--- src/rtl/controlador_display.sv ---
// Time-multiplexed driver for a three-digit common-anode seven-segment display.
// Scans sign, tens and units in turn; segment and digit-select lines are active-low
// and registered so the pads see glitch-free transitions.
module controlador_display #(
  parameter int unsigned DIVISOR = 50000
) (
  input  logic       clock,
  input  logic       reset,
  input  logic       atualizar,
  input  logic       habilitar,
  input  logic       sinal,
  input  logic [3:0] dezena,
  input  logic [3:0] unidade,
  output logic [6:0] seg,
  output logic [2:0] digito,
  output logic       quadro
);

  localparam int unsigned CW = (DIVISOR > 1) ? $clog2(DIVISOR) : 1;
  localparam logic [CW-1:0] ContMax = CW'(DIVISOR - 1);

  localparam logic [6:0] SegBlank = 7'h7F;
  localparam logic [6:0] SegMinus = 7'h3F;
  localparam logic [6:0] SegErr   = 7'h06;

  logic [CW-1:0] cont_q, cont_d;
  logic [1:0]    indice_q, indice_d;
  logic          s_q, s_d;
  logic [3:0]    d_q, d_d;
  logic [3:0]    u_q, u_d;
  logic [6:0]    seg_q, seg_d;
  logic [2:0]    digito_q, digito_d;
  logic          quadro_q, quadro_d;
  logic          slot_end;

  // Digit glyph lookup for valid BCD values; anything above 9 shows 'E'.
  function automatic logic [6:0] glyph(input logic [3:0] v);
    logic [6:0] g;
    case (v)
      4'd0:    g = 7'h40;
      4'd1:    g = 7'h79;
      4'd2:    g = 7'h24;
      4'd3:    g = 7'h30;
      4'd4:    g = 7'h19;
      4'd5:    g = 7'h12;
      4'd6:    g = 7'h02;
      4'd7:    g = 7'h78;
      4'd8:    g = 7'h00;
      4'd9:    g = 7'h10;
      default: g = SegErr;
    endcase
    return g;
  endfunction

  // Capture, prescaler, slot index and frame pulse next-state.
  always_comb begin
    s_d      = s_q;
    d_d      = d_q;
    u_d      = u_q;
    cont_d   = cont_q + CW'(1);
    indice_d = indice_q;
    slot_end = (cont_q == ContMax);
    if (atualizar) begin
      s_d = sinal;
      d_d = dezena;
      u_d = unidade;
    end
    if (slot_end) begin
      cont_d   = '0;
      indice_d = (indice_q == 2'd2) ? 2'd0 : indice_q + 2'd1;
    end
    quadro_d = slot_end && (indice_q == 2'd2);
  end

  // Output pattern decoded from the current slot and the captured registers only.
  always_comb begin
    seg_d    = SegBlank;
    digito_d = 3'b111;
    if (habilitar) begin
      unique case (indice_q)
        2'd0: begin
          digito_d = 3'b011;
          seg_d    = s_q ? SegMinus : SegBlank;
        end
        2'd1: begin
          digito_d = 3'b101;
          seg_d    = (d_q == 4'd0) ? SegBlank : glyph(d_q);
        end
        2'd2: begin
          digito_d = 3'b110;
          seg_d    = glyph(u_q);
        end
        default: begin
          digito_d = 3'b111;
          seg_d    = SegBlank;
        end
      endcase
    end
  end

  // State registers; synchronous reset wins over capture and prescaler advance.
  always_ff @(posedge clock) begin
    if (reset) begin
      cont_q   <= '0;
      indice_q <= 2'd0;
      s_q      <= 1'b0;
      d_q      <= 4'd0;
      u_q      <= 4'd0;
      seg_q    <= SegBlank;
      digito_q <= 3'b111;
      quadro_q <= 1'b0;
    end else begin
      cont_q   <= cont_d;
      indice_q <= indice_d;
      s_q      <= s_d;
      d_q      <= d_d;
      u_q      <= u_d;
      seg_q    <= seg_d;
      digito_q <= digito_d;
      quadro_q <= quadro_d;
    end
  end

  assign seg    = seg_q;
  assign digito = digito_q;
  assign quadro = quadro_q;

endmodule

--- config.mk ---
export PLATFORM = sky130hd
export DESIGN_NAME = controlador_display
export DESIGN_NICKNAME = d
export VERILOG_FILES = /design/src/rtl/controlador_display.sv
export SDC_FILE = /design/constraint.sdc
export NUM_CORES = 1
export LEC_CHECK = 0
export CAP_MARGIN = 20
export CORE_UTILIZATION = 35
export CTS_BUF_LIST = sky130_fd_sc_hd__clkbuf_4
export CTS_CLUSTER_SIZE = 10
export DETAILED_ROUTE_END_ITERATION = 10
export PLACE_DENSITY = 0.57
export SKIP_CTS_REPAIR_TIMING = 1
export SLEW_MARGIN = 25
export SYNTH_ARGS = -nofsm -noshare
export SYNTH_HDL_FRONTEND = slang
export SYNTH_SLANG_ARGS = --single-unit
--- constraint.sdc ---
create_clock -name clock -period 2.55 [get_ports clock]
set_clock_uncertainty 0.05 [all_clocks]
set_input_delay 0.255 -clock clock [delete_from_list [all_inputs] [get_ports clock]]
set_output_delay 0.255 -clock clock [all_outputs]
set_load 0.01 [all_outputs]
==> results of run 1 <==
-- per-stage QoR --
step                hold WS, ns  std cells  utilization
finish                    0.409        324        0.430
global route              0.427        324        0.430
CTS                       0.416        324        0.430
detailed placement        0.379        316        0.416
global placement          0.376        316        0.416
floorplan                 0.338        220            -
-- worst min path at each step --
| stage | from | end | slack [ns] | cells past startpoint |
|---|---|---|---|---|
| floorplan | reset | digito[1]$_SDFF_PP1_ | 0.34 | 2 |
| global placement | flip-flop | seg[5]$_SDFF_PP1_ | 0.38 | 1 |
| detailed placement | flip-flop | seg[5]$_SDFF_PP1_ | 0.38 | 1 |
| CTS | flip-flop | seg[5]$_SDFF_PP1_ | 0.42 | 1 |
| global route | flip-flop | seg[5]$_SDFF_PP1_ | 0.43 | 1 |
| finish | flip-flop | seg[0]$_SDFF_PP1_ | 0.41 | 1 |
-- final cells by class --
type,count,area share
Sequential cell,52,0.411
Multi-Input combinational cell,152,0.401
Tap cell,75,0.0371
Clock inverter,3,0.0168
Clock buffer,5,0.0148
Timing Repair Buffer,28,0.106
Inverter,9,0.0134
-- cell families (layout without fill, tap and decap cells) --
group | count (synthesis) | after routing | synth area share
adders and majority gates | 11 | 11 | 0.0648
muxes | 13 | 13 | 0.0613
and+or+nand+nor | 83 | 83 | 0.195
buffers and inverters | 16 | 45 | 0.0324
xor gates and xnor gates | 13 | 13 | 0.0536
AOI/OAI and AO/OA | 32 | 32 | 0.103
DFF | 52 | 52 | 0.490
-- cells in the mapped netlist (2+ instances only) --
cell	number	area, sq um
sky130_fd_sc_hd__ha_1	11	138
sky130_fd_sc_hd__o22a_1	6	52.6
sky130_fd_sc_hd__or4_1	2	15.0
sky130_fd_sc_hd__nor2b_1	4	25.0
sky130_fd_sc_hd__xor2_1	2	17.5
sky130_fd_sc_hd__or2_2	2	12.5
sky130_fd_sc_hd__nand4_1	3	18.8
sky130_fd_sc_hd__a211oi_1	4	30.0
sky130_fd_sc_hd__mux2i_1	13	130
sky130_fd_sc_hd__a2111o_1	2	22.5
sky130_fd_sc_hd__xnor2_1	11	96.3
sky130_fd_sc_hd__o22ai_1	2	12.5
sky130_fd_sc_hd__buf_2	3	15.0
sky130_fd_sc_hd__a21oi_1	12	60.1
sky130_fd_sc_hd__o31ai_1	3	22.5
sky130_fd_sc_hd__dfxtp_1	52	1040
sky130_fd_sc_hd__nor2_1	39	146
sky130_fd_sc_hd__nor4_1	3	18.8
sky130_fd_sc_hd__nand3_1	6	30.0
sky130_fd_sc_hd__a31oi_1	2	12.5
sky130_fd_sc_hd__nand2_1	10	37.5
sky130_fd_sc_hd__inv_1	9	33.8
sky130_fd_sc_hd__nor3_1	4	20.0
-- layout by cell type, fill, tap and decap left out, types with 2 or more instances in the layout --
cell                              netlist  final
sky130_fd_sc_hd__a2111o_1               2      2
sky130_fd_sc_hd__a211oi_1               4      4
sky130_fd_sc_hd__a21oi_1               12     12
sky130_fd_sc_hd__a31oi_1                2      2
sky130_fd_sc_hd__buf_4                  1      5
sky130_fd_sc_hd__clkbuf_4               0      5
sky130_fd_sc_hd__clkdlybuf4s50_1        0     23
sky130_fd_sc_hd__dfxtp_1               52     52
sky130_fd_sc_hd__ha_1                  11     11
sky130_fd_sc_hd__inv_1                  9      9
sky130_fd_sc_hd__mux2i_1               13     13
sky130_fd_sc_hd__nand2_1               10     10
sky130_fd_sc_hd__nand3_1                6      6
sky130_fd_sc_hd__nand4_1                3      3
sky130_fd_sc_hd__nor2_1                39     39
sky130_fd_sc_hd__nor2b_1                4      4
sky130_fd_sc_hd__nor3_1                 4      4
sky130_fd_sc_hd__nor4_1                 3      3
sky130_fd_sc_hd__o22a_1                 6      6
sky130_fd_sc_hd__o22ai_1                2      2
sky130_fd_sc_hd__o31ai_1                3      3
sky130_fd_sc_hd__or2_2                  2      2
sky130_fd_sc_hd__or4_1                  2      2
sky130_fd_sc_hd__xnor2_1               11     11
sky130_fd_sc_hd__xor2_1                 2      2
-- metal layers --
layer,part of all wire,track usage
met1,0.53,0.192
met5,0,0
met4,0.013,0.0446
met3,0.033,0.0366
met2,0.42,0.206
-- power by group through the flow --
stage	registers, mW	logic (mW)	clock network (mW)
2_1_floorplan	0.878	0.0869	0
4_1_cts	0.866	0.135	0.475
3_5_place_dp	0.884	0.134	0
6_report	0.865	0.134	0.456
3_3_place_gp	0.883	0.133	0
5_1_grt	0.870	0.151	0.505
==> impl_metrics.sql, run 1 <==
INSERT INTO impl_metrics (metric_group, metric, value, unit) VALUES
('yosys', 'synth-seq-area-share', '0.490', ''),
('placement', 'dp.final_hpwl', '2970', 'microns'),
('worst_setup_path', 'critical_path.startpoint_type', 'input pin', ''),
('worst_setup_path', 'max_stage_delay', '0.60', 'ns'),
('yosys', 'netlist_area_pre_place', '2120', 'sq um'),
('cts', 'numCtsBuffers', '5', ''),
('yosys', 'yosys_warnings', '0', ''),
('worst_setup_path', 'critical-path-top-delay-family', 'buffers and inverters', ''),
('placement', 'port-buffer-count', '23', ''),
('status', 'status', 'finished clean', ''),
('worst_setup_path', 'cell_chain_of_the_critical_path', 'clkdlybuf4s50_1 -> mux2i_1 -> nor2_1 -> inv_1 -> ha_1 -> mux2i_1 -> a2111o_1 -> o31ai_1', ''),
('pwr', 'seq_power_share', '0.595', ''),
('route', 'number_of_vias_per_cell_after_detailed_routing', '4.91', ''),
('global_route', 'grt_pass1_wl', '6830', 'microns'),
('global_route', 'vias_in_the_first_global_route', '1522', ''),
('yosys', 'async_flop_share', '0', ''),
('timing', 'worst_slew_pin_slew', '0.497', 'ns'),
('layout', 'multi_input_gate_area', '1010', 'sq um'),
('worst_hold_path', 'hold_path.class', 'flip-flop to flip-flop', ''),
('pwr', 'swShare', '0.232', ''),
('route', 'detail_route.wl_per_cell', '12.2', 'microns'),
('placement', 'detailed_place.area', '2450', 'sq um'),
('layout', 'final.fill_count', '609', ''),
('cts', 'clkTransAtPathRegs', '0.14', 'ns'),
('yosys', 'synthesis.instances', '220', ''),
('layout', 'drive_gt1_frac', '0.0643', ''),
('timing', 'finalSetupViolCount', '0', ''),
('worst_setup_path', 'crit-reg2reg-launch', 'cont_q[0]$_SDFF_PP0_', ''),
('timing', 'grt_setup_unrepaired', 'no', ''),
('yosys', 'synth_enable_flop_cells', '0', ''),
('route', 'num_vias', '1590', ''),
('worst_setup_path', 'worst_ep_required_time', '2.78', 'ns'),
('pwr', 'internal_power', '1.12', 'mW'),
('worst_setup_path', 'worst_setup_path_end_kind', 'flip-flop', ''),
('job', 'timing.max_cap.violations', '0', ''),
('global_route', 'grt_start_max_net_pins', '17', ''),
('worst_setup_path', 'stages_on_worst_setup_path', '8', ''),
('placement', 'routabilityCongestion', '0.827', ''),
('pwr', 'power-per-cell-area', '575', 'nW/um^2'),
('yosys', 'ys_ff_latch', '52', ''),
('floorplan', 'floorplan.die.width', '79.9', 'microns'),
('placement', 'preCtsSetupSlack', '0.213', 'ns'),
('pwr', 'total_switching_power', '338', 'uW'),
('route', 'route.final.wire_length', '3960', 'microns'),
('yosys', 'synthesis.nets', '244', ''),
('floorplan', 'row_count', '28', ''),
('timing', 'slew_headroom', '0.667', ''),
('worst_setup_path', 'worst-endpoint-arrival', '2.18', 'ns'),
('cts', 'worstSkewPairLatency', '0.37', 'ns'),
('layout', 'seqCellArea', '1040', 'sq um'),
('floorplan', 'design.die.area', '6380', 'sq um'),
('global_route', 'grt_antenna_before_repair', '0', ''),
('layout', 'layout.nets', '272', ''),
('floorplan', 'i_o_pins', '24', ''),
('layout', 'num_antenna_cells', '0', ''),
('cts', 'buffers_from_clock_root_to_sink_at_most', '2', ''),
('yosys', 'postSynth.topFlopCell', 'sky130_fd_sc_hd__dfxtp_1', ''),
('cts', 'clock_sink_count', '52', ''),
('timing', 'finalWorstPathRequiredPeriod', '1.95', 'ns'),
('layout', 'fin_area', '2530', 'sq um'),
('worst_setup_path', 'setup.worst_path.class', 'input pin to flip-flop', ''),
('timing', 'max_freq', '0.512', 'GHz'),
('timing', 'final_critical_path_setup_slack', '0.598', 'ns'),
('global_route', 'overflow', '0', ''),
('worst_setup_path', 'crit_path_frequent_cell', 'sky130_fd_sc_hd__mux2i_1', ''),
('route', 'dr.first_iter.drc_count', '45', ''),
('worst_setup_path', 'worstSetupStartpoint', 'atualizar', ''),
('timing', 'setup_total_negative_slack', '0', 'ns'),
('pwr', 'total_power', '1.46', 'mW'),
('pwr', 'comb_power_share', '0.092', ''),
('floorplan', 'die_h', '79.9', 'microns');
Note: power is estimated with default switching activity, not from simulation.
==> inputs of run 2 (changes only) <==
Clock period 2.55 ns to 1.81 ns, I/O delays scaled along.
==> impl_metrics.sql, run 2 (synthesis gave the netlist of run 1 again) <==
INSERT INTO impl_metrics (metric_group, metric, value, unit) VALUES
('status', 'status', 'finished clean', ''),
('pwr', 'worst_ir_drop_vdd', '0.000341', 'V'),
('timing', 'report.final.hold_viol_count', '0', ''),
('route', 'num_vias', '1654', ''),
('global_route', 'grt_pass1_wl', '7290', 'microns'),
('cts', 'buffers_from_clock_root_to_sink_at_most', '2', ''),
('route', 'route.final.wire_length', '4260', 'microns'),
('timing', 'finalWorstPathRequiredPeriod', '1.71', 'ns'),
('floorplan', 'start_util', '0.361', ''),
('cts', 'worstSkewPairLatency', '0.36', 'ns'),
('placement', 'dp.final_hpwl', '3230', 'microns'),
('cts', 'clockRootBuffer', 'sky130_fd_sc_hd__clkbuf_4', ''),
('timing', 'slew_headroom', '0.676', ''),
('worst_setup_path', 'critical-path-top-delay-family', 'buffers and inverters', ''),
('timing', 'finalSetupViolCount', '0', ''),
('cts', 'cts-htree-levels', '2', ''),
('worst_setup_path', 'critical_path.n_buffers_inverters', '3', ''),
('layout', 'num_antenna_cells', '0', ''),
('cts', 'clock_sink_count', '52', ''),
('timing', 'worst_slew_pin_slew', '0.484', 'ns'),
('worst_setup_path', 'cell_chain_of_the_critical_path', 'clkdlybuf4s50_1 -> buf_6 -> mux2i_4 -> nor2_1 -> inv_1 -> ha_1 -> mux2i_1 -> a2111o_1 -> o31ai_1', ''),
('layout', 'finish.utilization', '0.471', ''),
('route', 'number_of_vias_per_cell_after_detailed_routing', '4.70', ''),
('route', 'dr.first_iter.drc_count', '106', ''),
('floorplan', 'placeableCoreArea', '5890', 'sq um'),
('cts', 'numCtsBuffers', '5', ''),
('route', 'detail_route.wl_per_cell', '12.1', 'microns'),
('global_route', 'grt_start_max_net_pins', '16', ''),
('route', 'antenna_left', '0', ''),
('worst_setup_path', 'worst_case_register_to_register_setup_slack', '0.19', 'ns'),
('floorplan', 'floorplan.die.width', '79.9', 'microns'),
('global_route', 'grt_antenna_before_repair', '0', ''),
('layout', 'drive_gt1_frac', '0.181', ''),
('route', 'drc_errors', '0', ''),
('worst_setup_path', 'worst-endpoint-arrival', '1.94', 'ns'),
('worst_setup_path', 'setup.worst_path.class', 'input pin to flip-flop', ''),
('worst_hold_path', 'hold_path.class', 'input pin to flip-flop', ''),
('job', 'timing.max_cap.violations', '0', ''),
('worst_setup_path', 'worst_setup_path_end_kind', 'flip-flop', ''),
('layout', 'mostFrequentLayoutCells', '52 x sky130_fd_sc_hd__dfxtp_1, 38 x sky130_fd_sc_hd__nor2_1, 32 x sky130_fd_sc_hd__buf_4', ''),
('layout', 'layout_overhead_on_the_synthesized_area', '30.6', '%'),
('layout', 'layout.nets', '300', ''),
('worst_setup_path', 'max_stage_delay', '0.47', 'ns'),
('floorplan', 'design.die.area', '6380', 'sq um'),
('global_route', 'overflow', '0', ''),
('pwr', 'power-per-cell-area', '766', 'nW/um^2'),
('pwr', 'leakagePower', '1.12', 'nW'),
('timing', 'max_freq', '0.584', 'GHz'),
('global_route', 'vias_in_the_first_global_route', '1597', ''),
('floorplan', 'row_count', '28', ''),
('worst_setup_path', 'crit_path_top_delay_cell', 'sky130_fd_sc_hd__clkdlybuf4s50_1', ''),
('timing', 'min_period_over_period', '0.946', ''),
('floorplan', 'i_o_pins', '24', ''),
('placement', 'dp_cells', '342', ''),
('placement', 'routabilityCongestion', '0.828', ''),
('route', 'drt_pass1_iterations', '4', ''),
('layout', 'fin_cells', '352', ''),
('timing', 'slew_violations', '0', ''),
('worst_setup_path', 'worst-path-max-fanout', '7', ''),
('layout', 'leading_cell_type_in_the_layout_fill_and_taps_excluded', 'sky130_fd_sc_hd__dfxtp_1', ''),
('placement', 'port-buffer-count', '23', ''),
('cts', 'tritoncts_clock_tree', 'done', ''),
('cts', 'clkTransAtPathRegs', '0.15', 'ns'),
('global_route', 'track_usage', '0.148', ''),
('floorplan', 'die_h', '79.9', 'microns'),
('worst_setup_path', 'critical_path.startpoint_type', 'input pin', ''),
('worst_setup_path', 'worst_ep_required_time', '2.04', 'ns');
[run 2: cell count changes in the layout (fill, tap and decap cells not counted), sizes merged]
cell / delta
clkinv: -1
clkbuf: +1
buf: +28
[run 2: area by class of cell]
cell class              count  area (sq um)
clock buffers               6          45.0
clock inverters             2          35.0
fillers                   577          3110
inverters                   9          33.8
multi-input cells         152          1040
flip-flops and latches     52          1040
well taps                  75          93.8
repair buffers             56           482
[run 2: layer usage]
metal / up-vias / part of all wire / track usage
met3: 4 / 0.026 / 0.0366
met1: 757 / 0.52 / 0.198
met5: - / 0 / 0
met4: 0 / 0.011 / 0.0482
li1: 870 / - / -
met2: 23 / 0.44 / 0.232
[run 2: path summary, 6_finish.rpt]
path	startpoint	end	depth (start not counted)
worst max-delay path	atualizar	flip-flop	9
worst min-delay path	sinal	s_q$_SDFFE_PP0P_	3
worst max register to register	d_q[0]$_SDFFE_PP0P_	flip-flop	6
worst min register to register	flip-flop	seg[5]$_SDFF_PP1_	1
[run 2: where the power goes]
| part | internal (mW) | total, mW | switching (mW) |
|---|---|---|---|
| Clock | 0.305 | 0.660 | 0.354 |
| Combinational | 0.131 | 0.245 | 0.113 |
| Sequential | 1.20 | 1.22 | 0.0232 |
| Total | 1.63 | 2.12 | 0.491 |
[run 2: through the flow]
stage	setup WS [ns]	area, sq um	TNS (ns)	hold WS, ns	total power [mW]
detailed placement	-0.322	2650	-2.12	0.377	1.48
global placement	-0.258	2650	-2.05	0.375	1.47
global route	-0.00475	2770	-0.00475	0.417	2.22
CTS	0.0729	2730	0	0.369	2.13
finish	0.0977	2770	0	0.381	2.12
floorplan	0.0224	2130	0	0.264	1.36
[run 2: worst min-delay path, stage by stage]
cell,delay (ns)
sky130_fd_sc_hd__clkdlybuf4s50_1,0.40
sky130_fd_sc_hd__mux2i_1,0.13
sky130_fd_sc_hd__nor2_1,0.05
